[src/rtl/fifo_apb_master.sv]
// Pops command words from a first-word-fall-through FIFO and runs each one as a
// single APB3 transfer, returning one response per command with a pready timeout.
`timescale 1ns/1ps

module fifo_apb_master #(
    parameter int addr_width     = 8,
    parameter int data_width     = 16,
    parameter int cmd_width      = 1 + addr_width + data_width,
    parameter int timeout_cycles = 64
) (
    input  logic                  clk,
    input  logic                  rst,
    input  logic                  fifo_empty,
    input  logic [cmd_width-1:0]  fifo_dout,
    output logic                  fifo_rd_en,
    output logic                  psel,
    output logic                  penable,
    output logic                  pwrite,
    output logic [addr_width-1:0] paddr,
    output logic [data_width-1:0] pwdata,
    input  logic [data_width-1:0] prdata,
    input  logic                  pready,
    input  logic                  pslverr,
    output logic                  rsp_valid,
    input  logic                  rsp_ready,
    output logic [data_width-1:0] rsp_data,
    output logic                  rsp_write,
    output logic                  rsp_err,
    output logic                  timeout
);

    typedef enum logic [1:0] {
        IDLE   = 2'd0,
        SETUP  = 2'd1,
        ACCESS = 2'd2,
        RESP   = 2'd3
    } state_t;

    // Abort fires in the timeout_cycles-th ACCESS cycle, i.e. when the count of
    // earlier stalled cycles reaches timeout_cycles-1 (clamped to the 16-bit counter).
    localparam bit          TIMEOUT_EN = (timeout_cycles != 0);
    localparam logic [15:0] WAIT_LAST  = (timeout_cycles == 0)    ? 16'd0 :
                                         (timeout_cycles > 65536) ? 16'hFFFF :
                                         16'(timeout_cycles - 1);

    state_t                  state_r;
    state_t                  state_nxt_s;
    logic                    pop_s;
    logic                    done_s;
    logic                    abort_s;
    logic [15:0]             wait_cnt_r;
    logic                    psel_r;
    logic                    penable_r;
    logic                    pwrite_r;
    logic [addr_width-1:0]   paddr_r;
    logic [data_width-1:0]   pwdata_r;
    logic                    rsp_valid_r;
    logic [data_width-1:0]   rsp_data_r;
    logic                    rsp_write_r;
    logic                    rsp_err_r;
    logic                    timeout_r;

    // Next-state selection plus the pop / completion / abort strobes
    always_comb begin
        state_nxt_s = state_r;
        pop_s       = 1'b0;
        done_s      = 1'b0;
        abort_s     = 1'b0;
        case (state_r)
            IDLE: begin
                if (!fifo_empty) begin
                    pop_s       = 1'b1;
                    state_nxt_s = SETUP;
                end else begin
                    state_nxt_s = IDLE;
                end
            end
            SETUP: begin
                state_nxt_s = ACCESS;
            end
            ACCESS: begin
                // pready takes priority over an abort landing in the same cycle
                if (pready) begin
                    done_s      = 1'b1;
                    state_nxt_s = RESP;
                end else if (TIMEOUT_EN && (wait_cnt_r >= WAIT_LAST)) begin
                    abort_s     = 1'b1;
                    state_nxt_s = RESP;
                end else begin
                    state_nxt_s = ACCESS;
                end
            end
            RESP: begin
                if (rsp_ready) begin
                    state_nxt_s = IDLE;
                end else begin
                    state_nxt_s = RESP;
                end
            end
            default: begin
                state_nxt_s = IDLE;
            end
        endcase
    end

    assign fifo_rd_en = !rst && pop_s;

    // State register and APB/handshake control outputs, registered from the next state
    always_ff @(posedge clk) begin
        if (rst) begin
            state_r     <= IDLE;
            psel_r      <= 1'b0;
            penable_r   <= 1'b0;
            rsp_valid_r <= 1'b0;
            timeout_r   <= 1'b0;
        end else begin
            state_r     <= state_nxt_s;
            psel_r      <= (state_nxt_s == SETUP) || (state_nxt_s == ACCESS);
            penable_r   <= (state_nxt_s == ACCESS);
            rsp_valid_r <= (state_nxt_s == RESP);
            timeout_r   <= abort_s;
        end
    end

    // Command register: captures the FIFO head on the pop edge and holds it for the transfer
    always_ff @(posedge clk) begin
        if (rst) begin
            pwrite_r <= 1'b0;
            paddr_r  <= {addr_width{1'b0}};
            pwdata_r <= {data_width{1'b0}};
        end else if (pop_s) begin
            pwrite_r <= fifo_dout[cmd_width-1];
            paddr_r  <= fifo_dout[addr_width+data_width-1:data_width];
            pwdata_r <= fifo_dout[data_width-1:0];
        end
    end

    // Saturating count of stalled ACCESS cycles, restarted for every command
    always_ff @(posedge clk) begin
        if (rst) begin
            wait_cnt_r <= 16'd0;
        end else if (pop_s) begin
            wait_cnt_r <= 16'd0;
        end else if ((state_r == ACCESS) && !pready && (wait_cnt_r != 16'hFFFF)) begin
            wait_cnt_r <= wait_cnt_r + 16'd1;
        end
    end

    // Response capture: completion or abort loads it, RESP holds it until accepted
    always_ff @(posedge clk) begin
        if (rst) begin
            rsp_data_r  <= {data_width{1'b0}};
            rsp_write_r <= 1'b0;
            rsp_err_r   <= 1'b0;
        end else if (done_s) begin
            rsp_write_r <= pwrite_r;
            rsp_err_r   <= pslverr;
            rsp_data_r  <= (pwrite_r || pslverr) ? {data_width{1'b0}} : prdata;
        end else if (abort_s) begin
            rsp_write_r <= pwrite_r;
            rsp_err_r   <= 1'b1;
            rsp_data_r  <= {data_width{1'b0}};
        end
    end

    assign psel      = psel_r;
    assign penable   = penable_r;
    assign pwrite    = pwrite_r;
    assign paddr     = paddr_r;
    assign pwdata    = pwdata_r;
    assign rsp_valid = rsp_valid_r;
    assign rsp_data  = rsp_data_r;
    assign rsp_write = rsp_write_r;
    assign rsp_err   = rsp_err_r;
    assign timeout   = timeout_r;

endmodule

[config.mk]
export PLATFORM = sky130hd
export DESIGN_NAME = fifo_apb_master
export DESIGN_NICKNAME = d
export VERILOG_FILES = /design/src/rtl/fifo_apb_master.sv
export SDC_FILE = /design/constraint.sdc
export NUM_CORES = 1
export LEC_CHECK = 0
export BUFFER_PORTS_ARGS = -buffer_cell sky130_fd_sc_hd__buf_2
export CAP_MARGIN = 20
export CORE_MARGIN = 4
export CORE_UTILIZATION = 48
export CTS_CLUSTER_SIZE = 28
export DETAILED_ROUTE_END_ITERATION = 10
export PLACE_DENSITY = 0.78
export RECOVER_POWER = 100
export SLEW_MARGIN = 0
export SYNTH_ARGS = -nofsm -noshare
export SYNTH_HDL_FRONTEND = slang
export SYNTH_SLANG_ARGS = --single-unit
[constraint.sdc]
create_clock -name clk -period 2.65 [get_ports clk]
set_input_delay 0.53 -clock clk [delete_from_list [all_inputs] [get_ports clk]]
set_output_delay 0.53 -clock clk [all_outputs]
set_load 0.01 [all_outputs]
======== Word level (Yosys, flattened, before mapping) ========
Index checks and enable logic that the tools add are counted.
W data, S select, Z words.
word-level totals
  bits in registers ....................... 65
  bits in latches ......................... 0
  RAM bits ................................ 0
  ROM bits ................................ 0
  input port bits ......................... 47
  output and inout port bits .............. 48
  word-level logic and storage cells ...... 50
  memories ................................ 0
cells by class
  $add $sub $neg .......................... 1
  $mul .................................... 0
  div/mod/pow operators ................... 0
  magnitude comparators ................... 1
  equality and inequality tests ........... 7
  shifts and indexed selects .............. 0
  mux-type cells .......................... 19
  bitwise gates (word level) .............. 0
  reductions and logical operators ........ 10
operators with widths
  cell                     count
  $mux W16                 3
  $add A16 B1 Y16 const B  1
  $ge A16 B6 Y1 const B    1
  $ne A16 B16 Y1 const B   1
  $mux W1                  14
  $eq A2 B2 Y1 const B     4
  $pmux W2 S4              1
  $eq A2 B1 Y1 const B     2
  $logic_and A1 B1 Y1      3
  $logic_not A1 Y1         2
  $logic_not A2 Y1         1
  $logic_or A1 B1 Y1       2
  $mux W2                  1
  $reduce_bool A2 Y1       1
  $reduce_or A2 Y1         1

======== Logic depth before layout (Yosys ltp) ========
Gate-level depths: netlist of run 1.
  depth in word-level cells ............... 6
  gate-level depth with buffers ........... 8
  gate-level depth less buffers ........... 8

======== Worst setup path before layout of run 1 ========
No wires, ideal clock.
  path type ............................... flip-flop to flip-flop
  start point ............................. reg wait_cnt_r[15]
  end point ............................... reg rsp_valid_r (netlist: rsp_valid)
  library setup time ...................... 0.119 ns
  arrival time ............................ 1.866 ns
  data required time ...................... 2.531 ns
  setup slack ............................. 0.665 ns
  cell stages (with the launch flop) ...... 8
  buffers on the path ..................... 0
  clock period less this slack ............ 1.985 ns
  path through ............................ dfxtp_1 > or4_4 > a311oi_4 > nand2_1 > o32ai_2 > inv_1 > ha_1 > nor2b_1
between the ends
  cells in the longest elaborated chain, start to end .. 5
ends and longest elaborated chain
  item                    line  source
  from (decl)             51    logic [15:0] wait_cnt_r;
  from (signal assigned)  145   wait_cnt_r <= wait_cnt_r + 16'd1;
  $ge A16 B6 Y1           86    end else if (TIMEOUT_EN && (wait_cnt_r >= WAIT_LAST)) begin
  $mux W1                 86
  $mux W1                 83    if (pready) begin
  $pmux W2 S4             69    case (state_r)
  via state_nxt_s[0]      47    state_t state_nxt_s;
  $eq A2 B2 Y1            120   rsp_valid_r <= (state_nxt_s == RESP);
  to (signal assigned)    120
  to (decl)               57    logic rsp_valid_r;
The timed path passes the listed nets, and every way through them passes these cells.
A chain may end at the register's enable or synchronous reset.

======== Worst setup path in the final report of run 1 ========
  start point ............................. reg wait_cnt_r[0]
  end point ............................... reg rsp_valid_r (netlist: rsp_valid)
The elaborated chain is that of the path after synthesis.

==> results of run 1 <==
-- cell usage in the layout (no fill, tap or decap), drive strengths merged --
cell      synthesis  final
dfxtp            65     65
nand2            59     59
clkbuf            8     59
buf               5     50
a21oi            27     27
nor2             24     24
a22o             16     16
xor2              7      7
nand4             6      6
nand3             6      6
inv               5      5
nor3              5      5
xnor2             5      5
nor4              5      5
o211ai            4      4
o21ai             4      4
and3              3      3
nor2b             3      3
ha                3      3
or4               3      3
clkinv            0      3
or2               2      2
a211oi            2      2
clkinvlp          0      2
nand2b            2      2
a21o              1      1
a311oi            1      1
o32ai             1      1
or3b              1      1
nor3b             1      1
and4              1      1
o2111ai           1      1
or3               1      1
o21bai            1      1
and2              1      1
mux2i             1      1
o221a             1      1
bufinv            0      1
-- where the power goes --
part           internal [mW]  switching, mW  leakage, nW
Combinational         0.0836          0.131        0.633
Sequential              1.02         0.0238        0.528
Clock                  0.461          0.380       0.0985
-- worst paths after layout --
kind	start	endpoint	slack, ns	cells after the start
setup / recovery	wait_cnt_r[0]$_SDFFE_PP0P_	rsp_valid$_SDFF_PP0_	0.44	8
setup reg to reg	wait_cnt_r[0]$_SDFFE_PP0P_	rsp_valid$_SDFF_PP0_	0.44	8
hold / removal	prdata[6]	rsp_data[6]$_SDFFE_PP0P_	0.41	2
hold reg to reg	pwdata[12]$_SDFFE_PP0P_	pwdata[12]$_SDFFE_PP0P_	0.46	2
-- worst max-delay path: cells and delay by family, from the launching register on --
family | cells | cell delay, ns
AOI/OAI and AO/OA | 2 | 0.79
and+or+nand+nor | 3 | 0.45
adders and majority gates | 2 | 0.44
DFF | 1 | 0.35
buffers and inverters | 1 | 0.09
-- cell type report --
type | count | share of cell area (%)
Clock buffer | 10 | 4.30
Clock inverter | 6 | 2.11
Inverter | 5 | 0.587
Multi-Input combinational cell | 198 | 35.7
Sequential cell | 65 | 40.7
Tap cell | 70 | 2.74
Timing Repair Buffer | 99 | 13.9
-- per-layer routing --
| layer | vias up | routed length (um) | GRT usage [%] |
|---|---|---|---|
| met1 | 1022 | 2600 | 22.1 |
| met5 | - | 0 | 0 |
| met3 | 10 | 497 | 7.10 |
| met2 | 78 | 2690 | 27.8 |
| met4 | 0 | 99 | 6.42 |
| li1 | 1171 | - | - |
-- registers in the layout (all words and copies together), names as in the netlist --
register / cells
pwrite: 1
psel: 1
pwdata: 16
paddr: 8
rsp_data: 16
state_r: 2
rsp_valid: 1
wait_cnt_r: 16
rsp_err: 1
penable: 1
rsp_write: 1
timeout: 1
-- cell families (layout without fill, tap and decap cells) --
kind of cell	after synthesis	after routing	share of synthesized area [%]
AO/OA/AOI/OAI	59	59	16.7
XOR/XNOR	12	12	4.13
adder cells (fa/ha/maj)	3	3	1.47
buffers and inverters	18	120	3.39
flip-flops	65	65	51.1
multiplexers	1	1	0.393
AND/OR/NAND/NOR	123	123	22.8
-- through the flow --
| stage | util, % | hold slack, ns | setup slack, ns | area [um2] |
|---|---|---|---|---|
| finish | 62.2 | 0.413 | 0.437 | 3200 |
| floorplan | - | 0.476 | 0.665 | 2550 |
| CTS | 64.0 | 0.399 | 0.501 | 3290 |
| global placement | 60.1 | 0.439 | 0.579 | 3090 |
| global route | 62.2 | 0.389 | 0.227 | 3200 |
| detailed placement | 60.1 | 0.443 | 0.513 | 3090 |
==> run metrics, run 1 <==
PnR Total Power 2.10 mW; worst setup path class flip-flop to flip-flop; GPL Wtd Cong 0.833; number of fill cells 472; via count 2281; DRT Wirelength 5890 um; CP max stage delay 0.43 ns; worst-path fanout max 4; post-synthesis sequential area ratio 51.1%; post-placement cell count 437; status complete, no violations; Synth Area per Inst 9.07 um2; MaxCap Viol Count 0; Syn Std Cell Area 2550 um2; Routed WL per cell 13.0 um; placed wire-length estimate 4310 um; final setup TNS 0 ns; hold buffer count at cts 0; FMAX 452 MHz; top-count cell post-synth dfxtp_1; Yosys warning total 0; Max Slew Vio Count 0; final setup vio count 0; library cells used by synthesis 41; GRT overflow 0; Worst Skew 0.00625 ns; core area 5140 um2; slowest CP cell o32ai_1; RSZ-0062 raised after global routing false; post-synth top area cell dfxtp_1; Initial DRC Count 73; pwr dens 655 nW/um2; Setup crit start kind flip-flop; Syn Nets 331; worst-margin pin slew 1.12 ns; clk slew on worst S/H paths 0.07 ns; global-route wire length before repair 9030 um; Starting Density 49.6%; ys flop type dfxtp_1; Rows 26; crit-path cells ha_1 -> and3_1 -> a311oi_4 -> nand2_1 -> o32ai_1 -> inv_1 -> ha_1 -> nor2b_1; leakage 1.26 nW; die height 80.9 um; sequential cell area 1300 um2; Mapped Cells 281; Final Hold Vio Count 0; ys async rst share 0%; TritonRoute pass-1 iters 4; total track usage 17.7%; Slew headroom 24.7%; ranking of synthesized cells by area dfxtp_1 51%, nand2_1 8.7%, a22o_1 5.5%, a21oi_1 5.1%, nor2_1 3.4%; Clock Sinks 65; Synth-to-Final Area Change 25.6%; largest net degree at the start of global routing 26; fin cells 453; Synth top cells by count 65 x dfxtp_1, 59 x nand2_1, 26 x a21oi_1; Multi-input gate area 1140 um2; post-layout net count 428; Crit. End Element flip-flop; CTS Root Cell clkbuf_8; die area 6540 um2; synthesized flop and latch total 65; share of cells above drive strength 1 19.8%; Crit path arrival time 2.44 ns; CP required 2.88 ns; DRT antenna net count 0; Worst VDD drop 436 uV; post-synth top area share 51.1%; clock latency on the worst-skew pair 0.34 ns; most used cell, CP ha_1; Vias/cell 5.04; vias in the first global route 2027; DRC 0; total CTS buffers 9; initial antenna violation count 0; Final Critical Period 2.21 ns; Max Root-Sink Buffers 2; H-tree levels 3; Die Width 80.9 um; Post-CTS Repair Setup Buffers 0; number of top-level pins 95; PortBufs 94; Hold Path Class input pin to flip-flop; CTS tree yes; Tcrit/Tclk final 83.5%; # diodes 0; PostCTS Resize Cnt 0; EDFF count, synth 0
No activity file was read; power rests on OpenSTA's default activity.
==> run 2, diff against run 1 <==
--- a/config.mk
+++ b/config.mk
@@ -8,10 +8,10 @@
 export BUFFER_PORTS_ARGS = -buffer_cell sky130_fd_sc_hd__buf_2
 export CAP_MARGIN = 20
 export CORE_MARGIN = 4
-export CORE_UTILIZATION = 48
+export CORE_UTILIZATION = 44
 export CTS_CLUSTER_SIZE = 28
 export DETAILED_ROUTE_END_ITERATION = 10
-export PLACE_DENSITY = 0.78
+export PLACE_DENSITY = 0.75
 export RECOVER_POWER = 100
 export SLEW_MARGIN = 0
 export SYNTH_ARGS = -nofsm -noshare
==> constraint.sdc (replaced) <==
create_clock -name clk -period 1.9 [get_ports clk]
set_input_delay 0.38 -clock clk [delete_from_list [all_inputs] [get_ports clk]]
set_output_delay 0.38 -clock clk [all_outputs]
set_load 0.01 [all_outputs]
==> run 2 against run 1 <==
The flow now finishes with violations (setup timing). Non-clock buffer count increased by 17. Die area grew 8.2%. Wire length increased by 8.2%. Final cell count rose by 4.2%. Critical path depth down 1. Sequential power up 39%. Critical path type unchanged. Critical endpoint unchanged.
==> run metrics, run 2 (synthesis gave the netlist of run 1 again) <==
total track usage 18.4%; PortBufs 94; Slew headroom 67.4%; Starting Density 45.7%; fin cells 472; commonest non-fill, non-tap cell in the layout dfxtp_1; core area 5570 um2; worst-path fanout max 3; Worst Skew 0.00816 ns; Tcrit/Tclk final 103%; clock share of power 44.7%; Final Hold Vio Count 0; CP endpoint rsp_valid$_SDFF_PP0_; CTS tree yes; Final Critical Period 1.96 ns; Clock Sinks 65; worst-margin pin slew 0.489 ns; failing checks setup timing; worst setup path class flip-flop to flip-flop; Final Cell Area 3440 um2; Worst VDD drop 868 uV; Reg power frac 45.1%; PnR Total Power 3.22 mW; vias in the first global route 2303; Vias/cell 5.09; Synth-to-Final Area Change 35.1%; die area 7070 um2; placed wire-length estimate 4610 um; reg2reg setup slack -0.06 ns; CP required 2.14 ns; share of cells above drive strength 1 25.0%; FMAX 511 MHz; TritonRoute pass-1 iters 4; CP Launch Point wait_cnt_r[15]$_SDFFE_PP0P_; Reg2Reg Launch Point wait_cnt_r[15]$_SDFFE_PP0P_; pwr dens 935 nW/um2; largest net degree at the start of global routing 26; H-tree levels 3; Initial DRC Count 126; WHS 0.255 ns; r2r endpoint rsp_valid$_SDFF_PP0_; leading cell types in the layout, fill and taps excluded 65 x dfxtp_1, 58 x nand2_1, 47 x buf_2, 47 x clkbuf_1, 26 x a21oi_1; die height 84.1 um; GRT overflow 0; Routed WL per cell 13.5 um; switching share of total power 23.5%; RSZ-0062 raised after global routing true; leakage 1.39 nW; DRT antenna net count 0; DRC 0; post-layout net count 445; Net Switching 0.757 mW; total CTS buffers 9; post-placement cell count 454; Hold Path Class input pin to flip-flop; status finished with violations; global-route wire length before repair 10600 um; Rows 27; dpl cell area 3200 um2; DRT Wirelength 6370 um; Die Width 84.1 um; final setup TNS -0.0573 ns; clock latency on the worst-skew pair 0.34 ns; CTS Root Cell clkbuf_8; via count 2402; Crit path arrival time 2.19 ns; Max Root-Sink Buffers 2; P_int 2.46 mW; MaxCap Viol Count 0; Comb pwr share 10.2%; R2R depth 7; slack of the critical path -0.0573 ns; clk slew on worst S/H paths 0.07 ns; Max Slew Vio Count 0; final setup vio count 1; number of top-level pins 95; Crit. End Element flip-flop; Setup crit start kind flip-flop; # diodes 0; GPL Wtd Cong 0.840; initial antenna violation count 0
==> run 2: changes by cell type in the layout (fill, tap and decap cells not counted), sizes merged <==
cell,change
clkinv,-1
buf,+18
clkbuf,-1
bufinv,+2
clkinvlp,-1
==> run 2: cell type report <==
type / instances / area, um2
clock buffers: 10 / 138
fillers: 513 / 2130
well taps: 72 / 90.1
repair buffers: 116 / 587
clock inverters: 6 / 115
inverters: 5 / 18.8
multi-input cells: 198 / 1190
flip-flops and latches: 65 / 1300
==> run 2: worst min path at each step <==
stage | startpoint | endpoint | slack [ns] | depth (start not counted)
floorplan | wait_cnt_r[1]$_SDFFE_PP0P_ | wait_cnt_r[1]$_SDFFE_PP0P_ | 0.48 | 2
global placement | paddr[6]$_SDFFE_PP0P_ | paddr[6]$_SDFFE_PP0P_ | 0.44 | 2
finish | prdata[12] | rsp_data[12]$_SDFFE_PP0P_ | 0.26 | 2
CTS | prdata[12] | rsp_data[12]$_SDFFE_PP0P_ | 0.25 | 2
detailed placement | pwdata[15]$_SDFFE_PP0P_ | pwdata[15]$_SDFFE_PP0P_ | 0.44 | 2
global route | prdata[9] | rsp_data[9]$_SDFFE_PP0P_ | 0.25 | 2
==> run 2: power groups by stage <==
stage / clock (mW) / sequential [mW] / combinational [mW]
after global placement: 0 / 1.48 / 0.326
final: 1.44 / 1.45 / 0.327
after global routing: 1.53 / 1.46 / 0.367
after CTS: 1.47 / 1.45 / 0.345
after floorplan: 0 / 1.50 / 0.162
after detailed placement: 0 / 1.48 / 0.330
==> run 2: repair_timing <==
item,CTS,global route
cloned,0,0
pin swaps,4,1
setup buffers,1,1
resized for setup,2,1
setup endpoints to repair,4,7
hold buffers,0,0
==> run 2: critical path, stage by stage (launching register included) <==
cell	delay [ns]
dfxtp_1	0.31
or4_4	0.55
a311oi_4	0.26
nand2_2	0.11
o32ai_4	0.25
inv_1	0.07
ha_1	0.19
nor2b_1	0.12
==> run 2: routing by layer <==
layer | part of all wire [%] | vias up | GRT usage, %
met5 | 0 | - | 0
met1 | 43 | 1089 | 22.1
met4 | 2.2 | 0 | 6.73
li1 | - | 1202 | -
met2 | 47 | 100 | 29.6
met3 | 7.7 | 11 | 7.21
==> run 2: metrics by stage <==
step,utilization [%],setup WS (ns)
after floorplan,-,-0.0403
after global placement,57.4,-0.0600
after detailed placement,57.4,-0.0926
after CTS,62.6,-0.119
after global routing,61.8,-0.139
final,61.8,-0.0573
==> run 3, diff against run 2 <==
--- a/config.mk
+++ b/config.mk
@@ -11,6 +11,7 @@
 export CORE_UTILIZATION = 44
 export CTS_CLUSTER_SIZE = 28
 export DETAILED_ROUTE_END_ITERATION = 10
+export GPL_TIMING_DRIVEN = 0
 export PLACE_DENSITY = 0.75
 export RECOVER_POWER = 100
 export SLEW_MARGIN = 0
==> run 3 against run 2 <==
The run still ends with setup timing left. Cell area shrank 1.3%. Utilization shrank 0.79 points. Clock skew grew 0.0012 ns. Die area is the same. Final cell count shrank 0.42%. Register-to-register slack is essentially flat. Clock power shrank 22%. Combinational power grew 11%. Non-clock buffer count shrank 2. Setup slack gained 0.0017 ns. Global-route usage grew 0.21 points.
==> run metrics, run 3 (synthesis gave the netlist of run 1 again) <==
slowest CP cell or4_4; Starting Density 45.7%; CTS Root Cell clkbuf_8; commonest non-fill, non-tap cell in the layout buf_2; worst setup path class flip-flop to flip-flop; r2r endpoint rsp_valid$_SDFF_PP0_; failing checks setup timing; post-placement cell count 446; CTS tree yes; Initial DRC Count 117; initial antenna violation count 0; total track usage 18.6%; Vias/cell 5.18; fin cells 470; clock latency on the worst-skew pair 0.34 ns; Max Slew Vio Count 0; largest net degree at the start of global routing 12; total CTS buffers 9; Clock Sinks 65; final setup TNS -0.596 ns; Synth-to-Final Area Change 33.4%; worst-margin pin slew 0.546 ns; Crit. End Element flip-flop; Final Hold Vio Count 0; RSZ-0062 raised after global routing true; leading cell types in the layout, fill and taps excluded 82 x buf_2, 60 x dfxtp_1, 57 x nand2_1; DRT Wirelength 6630 um; global-route wire length before repair 10500 um; CP Launch Point wait_cnt_r[15]$_SDFFE_PP0P_; H-tree levels 3; CP max stage delay 0.54 ns; TritonRoute pass-1 iters 4; Final Core Density 61.0%; Hold Path Class input pin to flip-flop; Reg2Reg Launch Point wait_cnt_r[15]$_SDFFE_PP0P_; R2R depth 7; pre-CTS setup slack -0.211 ns; Routed WL per cell 14.1 um; Worst Skew 0.00934 ns; crit-path cells or4_4 -> a311oi_4 -> nand2_2 -> o32ai_4 -> inv_1 -> ha_2 -> nor2b_4; pwr dens 861 nW/um2; clk slew on worst S/H paths 0.07 ns; WHS 0.267 ns; number of top-level pins 95; MaxCap Viol Count 0; CP endpoint rsp_valid$_SDFF_PP0_; Slew headroom 63.4%; Setup crit start kind flip-flop; placed wire-length estimate 4690 um; Final Critical Period 1.96 ns; reg2reg setup slack -0.06 ns; leakage 1.46 nW; post-layout net count 443; status finished with violations; GPL Wtd Cong 0.848; via count 2436; die height 84.1 um; DRT antenna net count 0; GRT overflow 0; share of cells above drive strength 1 32.9%; Tcrit/Tclk final 103%; core area 5570 um2; worst-path fanout max 3; die area 7070 um2; DRC 0; CP required 2.13 ns; final setup vio count 15; Worst VDD drop 673 uV; slack of the critical path -0.0555 ns; PortBufs 93; hold buffer count at cts 0; Rows 27; Die Width 84.1 um; Crit path arrival time 2.19 ns; vias in the first global route 2324; Max Root-Sink Buffers 2; FMAX 511 MHz; # diodes 0
[run 3: changes by cell type in the layout (fill, tap and decap cells not counted), sizes merged]
cell    change
clkinv      +1
bufinv      -2
buf        +24
clkbuf     -25
[run 3: worst min path at each step]
stage	startpoint	depth (start not counted)	endpoint	slack (ns)
2_1_floorplan	wait_cnt_r[1]$_SDFFE_PP0P_	2	wait_cnt_r[1]$_SDFFE_PP0P_	0.48
3_3_place_gp	pwdata[0]$_SDFFE_PP0P_	2	pwdata[0]$_SDFFE_PP0P_	0.44
3_5_place_dp	pwdata[13]$_SDFFE_PP0P_	2	pwdata[13]$_SDFFE_PP0P_	0.45
4_1_cts	prdata[6]	2	rsp_data[6]$_SDFFE_PP0P_	0.25
5_1_grt	prdata[9]	2	rsp_data[9]$_SDFFE_PP0P_	0.25
6_report	prdata[1]	2	rsp_data[1]$_SDFFE_PP0P_	0.27
[run 3: metal layers]
layer / up-vias / share of wire, % / global-route usage [%]
met5: - / 0 / 0
met4: 0 / 1.7 / 6.73
met3: 10 / 6.6 / 7.11
met2: 84 / 49 / 30.2
met1: 1137 / 43 / 22.2
li1: 1205 / - / -
[run 3: critical path, delay by kind of cell, from the launching register on]
kind,cells,cell delay (ns)
buffers and inverters,1,0.08
and+or+nand+nor,3,0.77
DFF,1,0.33
adders and majority gates,1,0.18
AOI/OAI and AO/OA,2,0.50
[run 3: metrics by stage]
stage          power, mW  area [um2]
3_5_place_dp        1.82        3100
2_1_floorplan       1.67        2550
4_1_cts             2.93        3340
6_report            2.93        3400
5_1_grt             3.07        3400
3_3_place_gp        1.81        3100
[run 3: what timing repair did]
item,in CTS,in global routing
gates cloned,0,1
setup buffers,4,4
gates resized for setup,8,14
endpoints found under the setup margin,21,20
pin swaps,7,5
[run 3: report_power, final]
group	internal, mW	switching [mW]
logic	0.151	0.211
clock network	0.604	0.512
registers	1.42	0.0290
[run 3: layout make-up]
class	instances	area [um2]
Buffer	12	63.8
Clock buffer	11	131
Clock inverter	5	56.3
Fill cell	497	2180
Inverter	5	18.8
Multi-Input combinational cell	198	1210
Sequential cell	65	1310
Tap cell	72	90.1
Timing Repair Buffer	102	515
